===== src/rtl/i2s_tx_pkg.sv =====
// i2s_tx_pkg: shared constants and types for the 24-bit I2S transmitter
package i2s_tx_pkg;
  localparam int DATA_W_DEF = 24;
  localparam int SLOT_W_DEF = 32;
  localparam int FRAME_BITS = 64;
  typedef logic [$clog2(FRAME_BITS)-1:0] bit_cnt_t;
  typedef struct packed {
    logic signed [DATA_W_DEF-1:0] left;
    logic signed [DATA_W_DEF-1:0] right;
  } pair_t;
endpackage


===== src/rtl/i2s_bclk_gen.sv =====
// i2s_bclk_gen: divides clk into BCLK and flags the clk cycle on which BCLK falls
//   clk, rst_n : clock, async active-low reset
//   o_bclk     : registered bit clock, period 2*CLK_DIV clk
//   o_fall     : high in the cycle whose edge takes o_bclk from 1 to 0
module i2s_bclk_gen #(
  parameter int CLK_DIV = 8
) (
  input  logic clk,
  input  logic rst_n,
  output logic o_bclk,
  output logic o_fall
);
  localparam int DW = $clog2(CLK_DIV);
  logic [DW-1:0] r_div;
  logic r_bclk, w_wrap;
  assign w_wrap = r_div == DW'(CLK_DIV - 1);
  assign o_fall = w_wrap && r_bclk;
  assign o_bclk = r_bclk;
  always_ff @(posedge clk or negedge rst_n)
    if (!rst_n) begin
      r_div  <= '0;
      r_bclk <= 1'b0;
    end else begin
      r_div  <= w_wrap ? '0 : r_div + 1'b1;
      r_bclk <= r_bclk ^ w_wrap;
    end
endmodule


===== src/rtl/i2s_tx_24.sv =====
// i2s_tx_24: Philips I2S master transmitter for signed stereo samples, one-deep holding register
//   clk, rst_n          : clock, async active-low reset
//   sample_valid/ready  : handshake; a pair is taken when both are high
//   left, right         : signed sample pair
//   underrun            : one-clk pulse when a frame starts without a fresh pair
//   bclk, lrclk, sdata  : codec pins, all registered
//   Build option I2S_TX_UNDERRUN_MUTE_EN: transmit silence instead of repeating on underrun
module i2s_tx_24 import i2s_tx_pkg::*; #(
  parameter int CLK_DIV = 8,
  parameter int DATA_W  = DATA_W_DEF,
  parameter int SLOT_W  = SLOT_W_DEF
) (
  input  logic              clk,
  input  logic              rst_n,
  input  logic              sample_valid,
  input  logic [DATA_W-1:0] left,
  input  logic [DATA_W-1:0] right,
  output logic              sample_ready,
  output logic              underrun,
  output logic              bclk,
  output logic              lrclk,
  output logic              sdata
);
  localparam int CW = $clog2(2 * SLOT_W);
  localparam logic [CW-1:0] LAST = CW'(2 * SLOT_W - 1);
  logic w_fall, w_load, w_accept, w_hi, w_bit;
  logic [CW-1:0] r_bit_cnt, w_next, w_p, w_idx;
  logic [DATA_W-1:0] r_hold_l, r_hold_r, r_sh_l, r_sh_r, w_word;
  logic r_hold_full, r_lrclk, r_sdata, r_underrun;
  i2s_bclk_gen #(.CLK_DIV(CLK_DIV)) u_bclk (
    .clk    (clk),
    .rst_n  (rst_n),
    .o_bclk (bclk),
    .o_fall (w_fall)
  );
  // Slot position p maps to shadow bit DATA_W-p; p=0 is the I2S one-bit delay slot.
  always_comb begin
    w_load   = w_fall && (r_bit_cnt == LAST);
    w_accept = sample_valid && !r_hold_full;
    w_next   = w_load ? '0 : r_bit_cnt + 1'b1;
    w_hi     = w_next >= CW'(SLOT_W);
    w_p      = w_hi ? w_next - CW'(SLOT_W) : w_next;
    w_idx    = CW'(DATA_W) - w_p;
    w_word   = w_hi ? r_sh_r : r_sh_l;
    w_bit    = (w_p != '0) && (w_p <= CW'(DATA_W)) && |(w_word & (DATA_W'(1) << w_idx));
  end
  always_ff @(posedge clk or negedge rst_n)
    if (!rst_n) begin
      r_bit_cnt   <= LAST;
      r_hold_full <= 1'b0;
      r_hold_l    <= '0;
      r_hold_r    <= '0;
      r_sh_l      <= '0;
      r_sh_r      <= '0;
      r_lrclk     <= 1'b0;
      r_sdata     <= 1'b0;
      r_underrun  <= 1'b0;
    end else begin
      r_underrun <= w_load && !r_hold_full;
      if (w_fall) begin
        r_bit_cnt <= w_next;
        r_lrclk   <= w_hi;
        r_sdata   <= w_bit;
      end
      if (w_load && r_hold_full) begin
        r_sh_l <= r_hold_l;
        r_sh_r <= r_hold_r;
      end
`ifdef I2S_TX_UNDERRUN_MUTE_EN
      else if (w_load) begin
        r_sh_l <= '0;
        r_sh_r <= '0;
      end
`endif
      // No bypass: a pair accepted on a load edge waits in holding for the next frame.
      if (w_load && r_hold_full) r_hold_full <= 1'b0;
      else if (w_accept) begin
        r_hold_full <= 1'b1;
        r_hold_l    <= left;
        r_hold_r    <= right;
      end
    end
  assign sample_ready = !r_hold_full;
  assign underrun     = r_underrun;
  assign lrclk        = r_lrclk;
  assign sdata        = r_sdata;
endmodule


===== config.mk =====
export PLATFORM = sky130hd
export DESIGN_NAME = i2s_tx_24
export DESIGN_NICKNAME = d
export VERILOG_FILES = /design/src/rtl/i2s_tx_pkg.sv /design/src/rtl/i2s_bclk_gen.sv /design/src/rtl/i2s_tx_24.sv
export SDC_FILE = /design/constraint.sdc
export NUM_CORES = 1
export LEC_CHECK = 0
export CORE_ASPECT_RATIO = 0.7
export CORE_MARGIN = 10
export CORE_UTILIZATION = 55
export CTS_BUF_LIST = sky130_fd_sc_hd__clkbuf_8
export CTS_CLUSTER_SIZE = 14
export DETAILED_ROUTE_END_ITERATION = 7
export PLACE_DENSITY = 0.83
export SLEW_MARGIN = 15
export SYNTH_ARGS = -nofsm -noshare
export SYNTH_HDL_FRONTEND = slang
export SYNTH_HIERARCHICAL = 1
export SYNTH_SLANG_ARGS = --single-unit
export TNS_END_PERCENT = 50

===== constraint.sdc =====
create_clock -name clk -period 5.43 [get_ports clk]
set_clock_uncertainty 0.05 [all_clocks]
set_input_delay 0.8145 -clock clk [delete_from_list [all_inputs] [get_ports clk]]
set_output_delay 0.8145 -clock clk [all_outputs]
set_load 0.01 [all_outputs]

# After elaboration in Yosys (flattened, before gate mapping)
# Cells that the tools add are included.
# classes
addsub	4
order_cmp	2
n_eq_ne	2
n_shift	1
n_mux	6
n_bitwise	3
n_reduce_logical	12
# op_table
operator	count
$and A24 B24 Y24	1
$mux W24	1
$reduce_or A24 Y1	1
$shl A1 B6 Y24 const A	1
$mux W6	2
$logic_and A1 B1 Y1	7
$add A6 B1 Y6 const B	1
$eq A6 B6 Y1 const B	1
$ge A6 B6 Y1 const B	1
$le A6 B5 Y1 const B	1
$reduce_bool A6 Y1	1
$sub A5 B6 Y6 const A	1
$sub A6 B6 Y6 const B	1
$add A3 B1 Y3 const B	1
$eq A3 B3 Y1 const B	1
$mux W3	1
$mux W1	2
$reduce_and A2 Y1	1
$reduce_bool A2 Y1	1
$logic_not A1 Y1	1
$not A1 Y1	1
$xor A1 B1 Y1	1
# totals
reg_bits	110
input_bits	51
output_inout_bits	5
elab_cells	41

# Logic depth before layout (Yosys ltp)
# Gate-level depths: netlist (run 1).
# depth
ltp_word	11
ltp_mapped	10
ltp_nobuf	9

# Hierarchy
# The synthesis (run 1) kept the hierarchy.
# by_module_without_submodules
mod	n_inst	cells_each	area_per_inst_um2	seq_area_each_um2
i2s_tx_24	1	332	4614.4	2660.1
i2s_bclk_gen	1	8	141.4	100.1

# Least setup slack after synthesis (run 1)
# OpenSTA, ideal clock, no wires.
# synth_path
path_type	reg2reg
start	register u_bclk.r_div[0]
end	register r_sdata (netlist: sdata)
setup_ns	0.087
t_arrival_ns	1.944
required_time_ns	5.293
slack_ns	3.349
stages_incl_launch_ff	11
path_buffers	1
path_cell_list	dfrtp_1 -> ha_1 -> ha_1 -> ha_1 -> a22oi_1 -> o21ai_1 -> o31a_1 -> buf_6 -> mux2i_1 -> o2111a_1 -> a211oi_2
# synth_via
elab_chain_len	11
elab_cells_between_ends	16
classes_between	add/sub: 2; order compare: 2; eq/ne: 1; shift: 1; mux: 3; bitwise: 1; reduce/logical: 6
# synth_rtl
item	line	source
start: declaration	i2s_bclk_gen.sv:14	logic [DW-1:0] r_div;
start signal: assignment	i2s_bclk_gen.sv:24	r_div <= w_wrap ? '0 : r_div + 1'b1;
$eq A3 B3 Y1 *	i2s_bclk_gen.sv:16	assign w_wrap = r_div == DW'(CLK_DIV - 1);
$logic_and A1 B1 Y1 *	i2s_bclk_gen.sv:17	assign o_fall = w_wrap && r_bclk;
named net w_fall	i2s_tx_24.sv:26	logic w_fall, w_load, w_accept, w_hi, w_bit;
$logic_and A1 B1 Y1	i2s_tx_24.sv:38	w_load = w_fall && (r_bit_cnt == LAST);
$mux W6	i2s_tx_24.sv:40	w_next = w_load ? '0 : r_bit_cnt + 1'b1;
$sub A6 B6 Y6 / $ge A6 B6 Y1 (equally long branches)	i2s_tx_24.sv:42, i2s_tx_24.sv:41	
$mux W6	i2s_tx_24.sv:42	w_p = w_hi ? w_next - CW'(SLOT_W) : w_next;
$sub A5 B6 Y6	i2s_tx_24.sv:43	w_idx = CW'(DATA_W) - w_p;
$shl A1 B6 Y24	i2s_tx_24.sv:45	w_bit = (w_p != '0) && (w_p <= CW'(DATA_W)) && |(w_word & (DATA_W'(1) << w_idx));
$and A24 B24 Y24	i2s_tx_24.sv:45	
$reduce_or A24 Y1	i2s_tx_24.sv:45	
$logic_and A1 B1 Y1	i2s_tx_24.sv:45	
end signal: assignment	i2s_tx_24.sv:63	r_sdata <= w_bit;
end: declaration	i2s_tx_24.sv:29	logic r_hold_full, r_lrclk, r_sdata, r_underrun;
# Mark *: on every way through the listed nets, which the timed path passes. The rest lies on a longest branch.
# A chain may end at the register's enable or synchronous reset.

# Final worst setup path (run 1)
# Ends and elaborated chain as after synthesis.

==> results of run 1 <==
sequential cells by signal, summed over array words and instances, names as in the netlist:
| register | count |
|---|---|
| r_sh_l | 24 |
| sdata | 1 |
| r_sh_r | 24 |
| r_bit_cnt | 6 |
| underrun | 1 |
| r_hold_l | 24 |
| u_bclk/o_bclk | 1 |
| u_bclk/r_div | 3 |
| r_hold_r | 24 |
| lrclk | 1 |
| r_hold_full | 1 |
power breakdown:
group | switching (mW) | internal (mW)
sequential | 0.0240 | 0.865
clock | 0.269 | 0.261
combinational | 0.0313 | 0.0650
synthesized netlist by cell type (4+ instances only):
cell,number
dfrtp_1,104
dfstp_2,6
ha_1,8
inv_1,5
mux2_2,87
a21oi_1,4
buf_2,8
nor2_1,6
mux2_1,9
xnor2_1,6
clkbuf_1,5
nand2_1,13
buf_6,4
nand3_1,6
mux2i_1,6
o21ai_0,8
a22oi_1,21
worst max-delay path, cell delays in order (launching register included):
cell and delay (ns):
dfrtp_1 0.36, ha_1 0.15, ha_1 0.16, ha_1 0.50, a22oi_1 0.18, o21ai_1 0.15
o31a_1 0.39, mux2i_1 0.32, o22ai_1 0.14, a211oi_2 0.22
cell families after synthesis:
kind of cell    after synthesis
mux                         102
compound gates               52
simple gates                 36
xor+xnor                      6
flops                       110
buf+inv                      26
fa+ha+maj                     8
per-layer routing:
| metal | global-route usage (%) | vias up | wire, µm |
|---|---|---|---|
| li1 | - | 1327 | - |
| met1 | 19.4 | 1430 | 4230 |
| met2 | 23.8 | 69 | 4460 |
| met3 | 4.20 | 8 | 473 |
| met4 | 4.40 | 0 | 74 |
| met5 | 0 | - | 0 |
final timing paths:
check                           startpoint               to  slack [ns]  depth (start not counted)
setup / recovery           u_bclk/r_div[0]            sdata        2.72                          9
hold / removal                       rst_n        r_sh_l[9]        0.38                          1
setup reg to reg           u_bclk/r_div[0]            sdata        2.72                          9
hold reg to reg            u_bclk/r_div[0]  u_bclk/r_div[0]        0.39                          1
max in group asynchronous            rst_n      r_hold_r[3]        3.73                          2
min in group clk           u_bclk/r_div[0]  u_bclk/r_div[0]        0.39                          1
layout make-up:
type	count	area share [%]
Sequential cell	110	49.5
Multi-Input combinational cell	204	33.4
Timing Repair Buffer	57	10.1
Tap cell	120	2.69
Clock buffer	9	2.22
Clock inverter	7	1.75
Inverter	5	0.336
metrics by stage:
| step | util [%] | total power [mW] | instances |
|---|---|---|---|
| final | 66.1 | 1.52 | 512 |
| after CTS | 66.0 | 1.54 | 512 |
| after global placement | 63.4 | 0.997 | 496 |
| after detailed placement | 63.4 | 1.00 | 496 |
| after floorplan | - | 0.936 | 340 |
| after global routing | 66.1 | 1.58 | 512 |
==> reports/results.ini, run 1 <==
[die]
io_pins = 56
die_w_um = 131
fp.dieH_um = 97.8
rows = 28
start_util_pct = 56.3
die-area_um2 = 12800
core_area_um2 = 8440

[cts]
cts.clk_slew.worst_paths_ns = 0.09
htreeDepth = 3
post_cts_buffers = 0
tritoncts = done
cts_hold_buffers = 0
clock-root-buffer = clkbuf_8
post_cts_resized = 0
clkLatencyLatePin_ns = 0.37
cts_made_buffers = 9
cts_sinks = 110
cts_buffer_depth = 2

[power]
p_per_area_nw_per_um2 = 272
leakage_nw = 2.52
vdd_ir_drop_max_v = 0.000191

[layout]
nets = 446
mostFrequentLayoutCell = dfrtp_1
layout_common_cells = dfrtp_1 (104), mux2_2 (87), clkdlybuf4s50_1 (54)
antenna_cells = 0
drive_gt1_share_pct = 30.1
seq_area_um2 = 2760
area_growth_syn_to_layout_pct = 17.3
design_area_um2 = 5580
n_fill_cell = 633
multi_input_area_um2 = 1870

[yosys]
ys_seq_elements = 110
netlist.area_leader.share_pct = 54.7
yosysTopAreaCell = dfrtp_1
syn_avg_cell_area_um2 = 14.0
ys.flop_type = dfrtp_1
synth_fa_ha_area_share_pct = 2.10
synth-simple-area-share_pct = 3.84
synth-compound-area-share_pct = 7.87
synth_top_family_by_area = multiplexers
synth-edff-count = 0
syn_area_um2 = 4760
synth.area.mux_share_pct = 24.0
synth_xor_area_share_pct = 1.10
ys_warn_count = 6
syn_inst = 340
ys_types = 40
synth_fp_nets = 399
ys_top_cells_by_area = dfrtp_1 (55%), mux2_2 (21%), dfstp_2 (3.3%)
yosysSeqAreaShare_pct = 58.0
async_reset_ff_share_pct = 100

[timing]
fin_crit_ns = 2.71
slew_headroom_pct = 48.4
finalCritPeriodShare_pct = 49.9
finalHoldViolations = 0
drv_slew = 0
worst_slack_ns = 2.72
grt_setup_unrepaired = no
hold_slack_ns = 0.383
fin_setup_tns_ns = 0
fmax_mhz = 369
setup_violations = 0
worst_pin_slew_ns = 0.774

[flow_run]
drv_cap = 0

[global_route]
grt_max_degree = 65
grt_usage_pct = 14.9
grt_pass1_vias = 3073
grt-ovfl-total = 0
grt_pass1_wl_um = 15600
antenna_found_initial = 0

[placement]
port_buffers = 55
routabilityCongestion = 0.858
post-dp-hpwl_um = 6370
placedInstanceArea_um2 = 5350
post-place-ws_ns = 2.47

[critical_path]
required_ns = 5.67
worstPathArrival_ns = 2.94
end_kind = flop
cp_max_fo = 15
worst_setup_path_start_kind = flop
path_class = flop to flop

[routing]
wire_per_inst_um = 18.0
ant_nets = 0
vias = 2834
dr.first_iter.drc_count = 223
wl_um = 9240
drc = 0
firstDrtPassIters = 4
routed_via_density = 5.54

[min_path]
hold_class = input pin to asynchronous set/reset pin

[outcome]
run_status = complete, no violations

No activity file was read; power rests on OpenSTA's default activity.
==> run 2, diff against run 1 <==
- clock period: 5.43 -> 2.8 ns (I/O delays scaled with it)
==> run 2 against run 1 <==
  * Setup slack got worse by 2.4 ns
  * Die area unchanged
  * Non-clock buffer count up 4
  * Final cell count rose by 0.78%
  * Routed wire length decreased by 2.2%
  * Utilization is 0.70 points higher
  * Highest routed layer unchanged
==> reports/results.ini, run 2 (synthesis results as in run 1) <==
[outcome]
run_status = complete, no violations

[power]
power.internal_mw = 2.21
power_switching_mw = 0.640
p_per_area_nw_per_um2 = 506
leakage_nw = 2.55
clkPwrFrac_pct = 32.9
power_frac_comb_pct = 6.6
p_seq_share_pct = 60.5
netSwitchingFraction_pct = 22.4
vdd_ir_drop_max_v = 0.000445

[routing]
routed_via_density = 5.54
dr.first_iter.drc_count = 304
ant_nets = 0
firstDrtPassIters = 4
drc = 0
wl_um = 9040
wire_per_inst_um = 17.5
vias = 2858

[die]
rows = 28
io_pins = 56
fp.dieH_um = 97.8
core_area_um2 = 8440
die_w_um = 131
die-area_um2 = 12800
start_util_pct = 56.3

[cts]
clock-root-buffer = clkbuf_8
clkLatencyLatePin_ns = 0.37
tritoncts = done
post_cts_buffers = 0
cts_sinks = 110
cts.clk_slew.worst_paths_ns = 0.10
cts_buffer_depth = 2
htreeDepth = 3
cts_made_buffers = 9

[layout]
seq_area_um2 = 2760
n_fill_cell = 633
antenna_cells = 0
area_growth_syn_to_layout_pct = 18.5
layout_common_cells = dfrtp_1 (104), mux2_2 (87), clkdlybuf4s50_1 (54)
nets = 450
mostFrequentLayoutCell = dfrtp_1
final_cell_count_no_fill = 516
drive_gt1_share_pct = 30.8
multi_input_area_um2 = 1860

[placement]
post-dp-hpwl_um = 6530
routabilityCongestion = 0.889
port_buffers = 55
placed_cells = 499

[critical_path]
required_ns = 3.05
end_kind = flop
critPathTopFamily = compound AO/OA/AOI/OAI gates
crit_buf_inv = 0
slowest_stage = o31a_1
worst_setup_path_start_kind = flop
worstPathArrival_ns = 2.77
slowest_delay_ns = 0.41
cp_max_fo = 15
cp_cell_sequence = ha_1, ha_1, ha_2, a22oi_1, o21ai_1, o31a_1, mux2i_1, o22ai_1, a211oi_2
path_class = flop to flop
rrSetupSlack_ns = 0.28
cp_common_cell = ha_1

[flow_run]
drv_cap = 0

[timing]
fin_crit_ns = 2.52
fmax_mhz = 397
finalCritPeriodShare_pct = 90.1
slew_headroom_pct = 61.9
setup_violations = 0
drv_slew = 0
worst_pin_slew_ns = 0.571
finalHoldViolations = 0
fin_setup_tns_ns = 0
grt_setup_unrepaired = no

[global_route]
grt_pass1_vias = 3098
grt_max_degree = 67
grt-ovfl-total = 0
grt_pass1_wl_um = 15600
antenna_found_initial = 0
grt_usage_pct = 14.7

[min_path]
hold_class = flop to flop

run 2: worst paths after layout:
path                            startpoint               to  cells past startpoint
max reg2reg                u_bclk/r_div[0]            sdata                      9
max in group asynchronous            rst_n       r_sh_r[17]                      3
min                        u_bclk/r_div[0]  u_bclk/r_div[0]                      1
min reg2reg                u_bclk/r_div[0]  u_bclk/r_div[0]                      1
max                        u_bclk/r_div[0]            sdata                      9
min in group asynchronous            rst_n      r_hold_l[5]                      2
run 2: area by class of cell:
class                      instances  share of cell area (%)
sequential                       110                    49.0
multi-input combinational        204                    33.0
timing repair buffer              61                    11.5
clock buffer                      12                    2.93
tap                              120                    2.66
clock inverter                     4                   0.621
inverter                           5                   0.333
run 2: per-layer routing:
layer  part of all wire (%)  up-vias  GRT usage, %  routed length [µm]
li1                       -     1333             -                   -
met1                     47     1436          19.8                4270
met2                     46       73          22.3                4190
met3                    4.9       16          4.30                 444
met4                    1.5        0          4.83                 134
met5                      0        -             0                   0
run 2: through the flow:
step	utilization (%)	cell area (µm²)	worst slack, ns	hold WS, ns	power [mW]
finish	66.8	5640	0.278	0.399	2.85
floorplan	-	4760	0.719	0.0744	1.82
global placement	64.3	5430	0.304	0.373	1.94
global route	66.8	5640	0.103	0.428	2.97
detailed placement	64.3	5430	0.193	0.383	1.95
CTS	66.7	5640	0.166	0.399	2.88
run 2: worst reg2reg max path: stages, from the launching register on:
cell and delay (ns):
dfrtp_1 0.36, ha_1 0.16, ha_1 0.17, ha_2 0.36, a22oi_1 0.15, o21ai_1 0.14, o31a_1 0.41, mux2i_1 0.31
o22ai_1 0.14, a211oi_2 0.20
run 2: power by group through the flow:
stage / Combinational [mW] / Sequential, mW / Clock [mW]
final: 0.189 / 1.73 / 0.938
after global routing: 0.211 / 1.74 / 1.02
after CTS: 0.194 / 1.73 / 0.956
after detailed placement: 0.193 / 1.76 / 0
after global placement: 0.185 / 1.76 / 0
after floorplan: 0.0788 / 1.74 / 0
run 2: repair_timing:
action,CTS,global route
endpoints found under the setup margin,0,1
hold buffers,1,0
hold endpoints to repair,5,0
gates resized for setup,0,1
==> run 3, diff against run 2 <==
- DONT_BUFFER_PORTS: unset -> 1
- PLACE_DENSITY: 0.83 -> 0.74
==> run 3 against run 2 <==
  * The run now ends with hold timing left
  * Largest cell class unchanged
  * Combinational power down 55%
  * Register-to-register slack better by 0.12 ns
  * Clock power decreased by 9.4%
  * Cell area shrank 11%
  * Flip-flop and latch count unchanged
  * Power is 6.8% lower
==> reports/results.ini, run 3 (synthesis results as in run 1) <==
[timing]
hold_slack_ns = -0.321
finalCritPeriodShare_pct = 85.7
worst_slack_ns = 0.400
finalHoldViolations = 110
setup_violations = 0
grt_setup_unrepaired = no
fin_setup_tns_ns = 0
fmax_mhz = 417
drv_slew = 0
slew_headroom_pct = 66.9
fin_crit_ns = 2.40
worst_pin_slew_ns = 0.497

[critical_path]
cp_cell_sequence = ha_1, ha_1, ha_1, a22oi_1, o21ai_1, o31a_1, mux2i_1, o2111a_1, a211oi_2
worst_setup_path_start_kind = flop
rrSetupSlack_ns = 0.40
cp_max_fo = 8
slowest_stage = o31a_1
end_kind = flop
path_class = flop to flop
reg2reg_from = u_bclk/r_div[0]
required_ns = 3.02
worstSetupEndpoint = sdata
cp_common_cell = ha_1
worstPathArrival_ns = 2.62
rr_endpoint = sdata
startpoint = u_bclk/r_div[0]
slowest_delay_ns = 0.38
reg2regPathDepth = 9

[cts]
post_cts_buffers = 0
clock-root-buffer = clkbuf_8
cts_sinks = 110
cts_buffer_depth = 2
htreeDepth = 3
cts.clk_slew.worst_paths_ns = 0.10
cts_made_buffers = 9
post_cts_resized = 0
tritoncts = done
clkLatencyLatePin_ns = 0.38

[layout]
area_growth_syn_to_layout_pct = 5.31
layout_common_cells = dfrtp_1 (104), mux2_2 (87), a22oi_1 (21)
antenna_cells = 0
drive_gt1_share_pct = 34.8
final_cell_count_no_fill = 459
mostFrequentLayoutCell = dfrtp_1
design_area_um2 = 5010
multi_input_area_um2 = 1860
utilization_pct = 59.3
n_fill_cell = 695
seq_area_um2 = 2760
nets = 394

[global_route]
antenna_found_initial = 1
grt_pass1_vias = 2852
grt-ovfl-total = 0
grt_max_degree = 111
grt_pass1_wl_um = 14700
grt_usage_pct = 14.2

[placement]
routabilityCongestion = 0.826
port_buffers = 0
post-place-ws_ns = 0.397
placedInstanceArea_um2 = 4840
post-dp-hpwl_um = 6130
placed_cells = 444

[routing]
routed_via_density = 5.78
wl_um = 8780
dr.first_iter.drc_count = 149
wire_per_inst_um = 19.1
firstDrtPassIters = 4
ant_nets = 0
drc = 0
vias = 2653

[die]
core_area_um2 = 8440
io_pins = 56
fp.dieH_um = 97.8
start_util_pct = 56.3
die_w_um = 131
die-area_um2 = 12800
rows = 28

[power]
vdd_ir_drop_max_v = 0.000372
finalPower_mw = 2.66
p_per_area_nw_per_um2 = 531
leakage_nw = 2.31

[min_path]
hold_class = input pin to asynchronous set/reset pin

[outcome]
run_status = complete, but fails checks
violations = hold timing

[flow_run]
drv_cap = 0

[run 3: per-layer routing]
layer	GRT usage (%)	vias up	routed length (µm)
li1	-	1217	-
met1	17.4	1374	3840
met2	22.8	48	4240
met3	6.09	12	596
met4	3.88	2	91
met5	0	-	7
[run 3: report_power, final]
| part | total (mW) | leakage [nW] | internal, mW | switching, mW |
|---|---|---|---|---|
| logic | 0.0855 | 0.805 | 0.0653 | 0.0202 |
| clock network | 0.850 | 0.0892 | 0.327 | 0.524 |
| registers | 1.72 | 1.41 | 1.68 | 0.0473 |
| total | 2.66 | 2.31 | 2.07 | 0.591 |
[run 3: final cells by class]
type	count	area share, %
Tap cell	120	3.00
Clock buffer	9	2.47
Multi-Input combinational cell	204	37.1
Clock inverter	6	0.899
Inverter	5	0.375
Timing Repair Buffer	5	0.999
Sequential cell	110	55.1
[run 3: critical path, delay by kind of cell (launching register included)]
family | cells | cell delay [ns]
flops | 1 | 0.36
mux | 1 | 0.27
compound gates | 5 | 0.94
fa+ha+maj | 3 | 0.66
[run 3: how the worst min path moves through the flow]
stage | from | end | slack [ns] | cells past startpoint
6_report | rst_n | r_hold_l[21] | -0.32 | 0
3_3_place_gp | rst_n | r_hold_l[22] | 0.08 | 0
4_1_cts | rst_n | r_hold_l[22] | -0.34 | 0
5_1_grt | rst_n | r_sh_r[5] | -0.36 | 0
3_5_place_dp | rst_n | r_hold_l[22] | 0.08 | 0
2_1_floorplan | rst_n | lrclk | 0.07 | 0
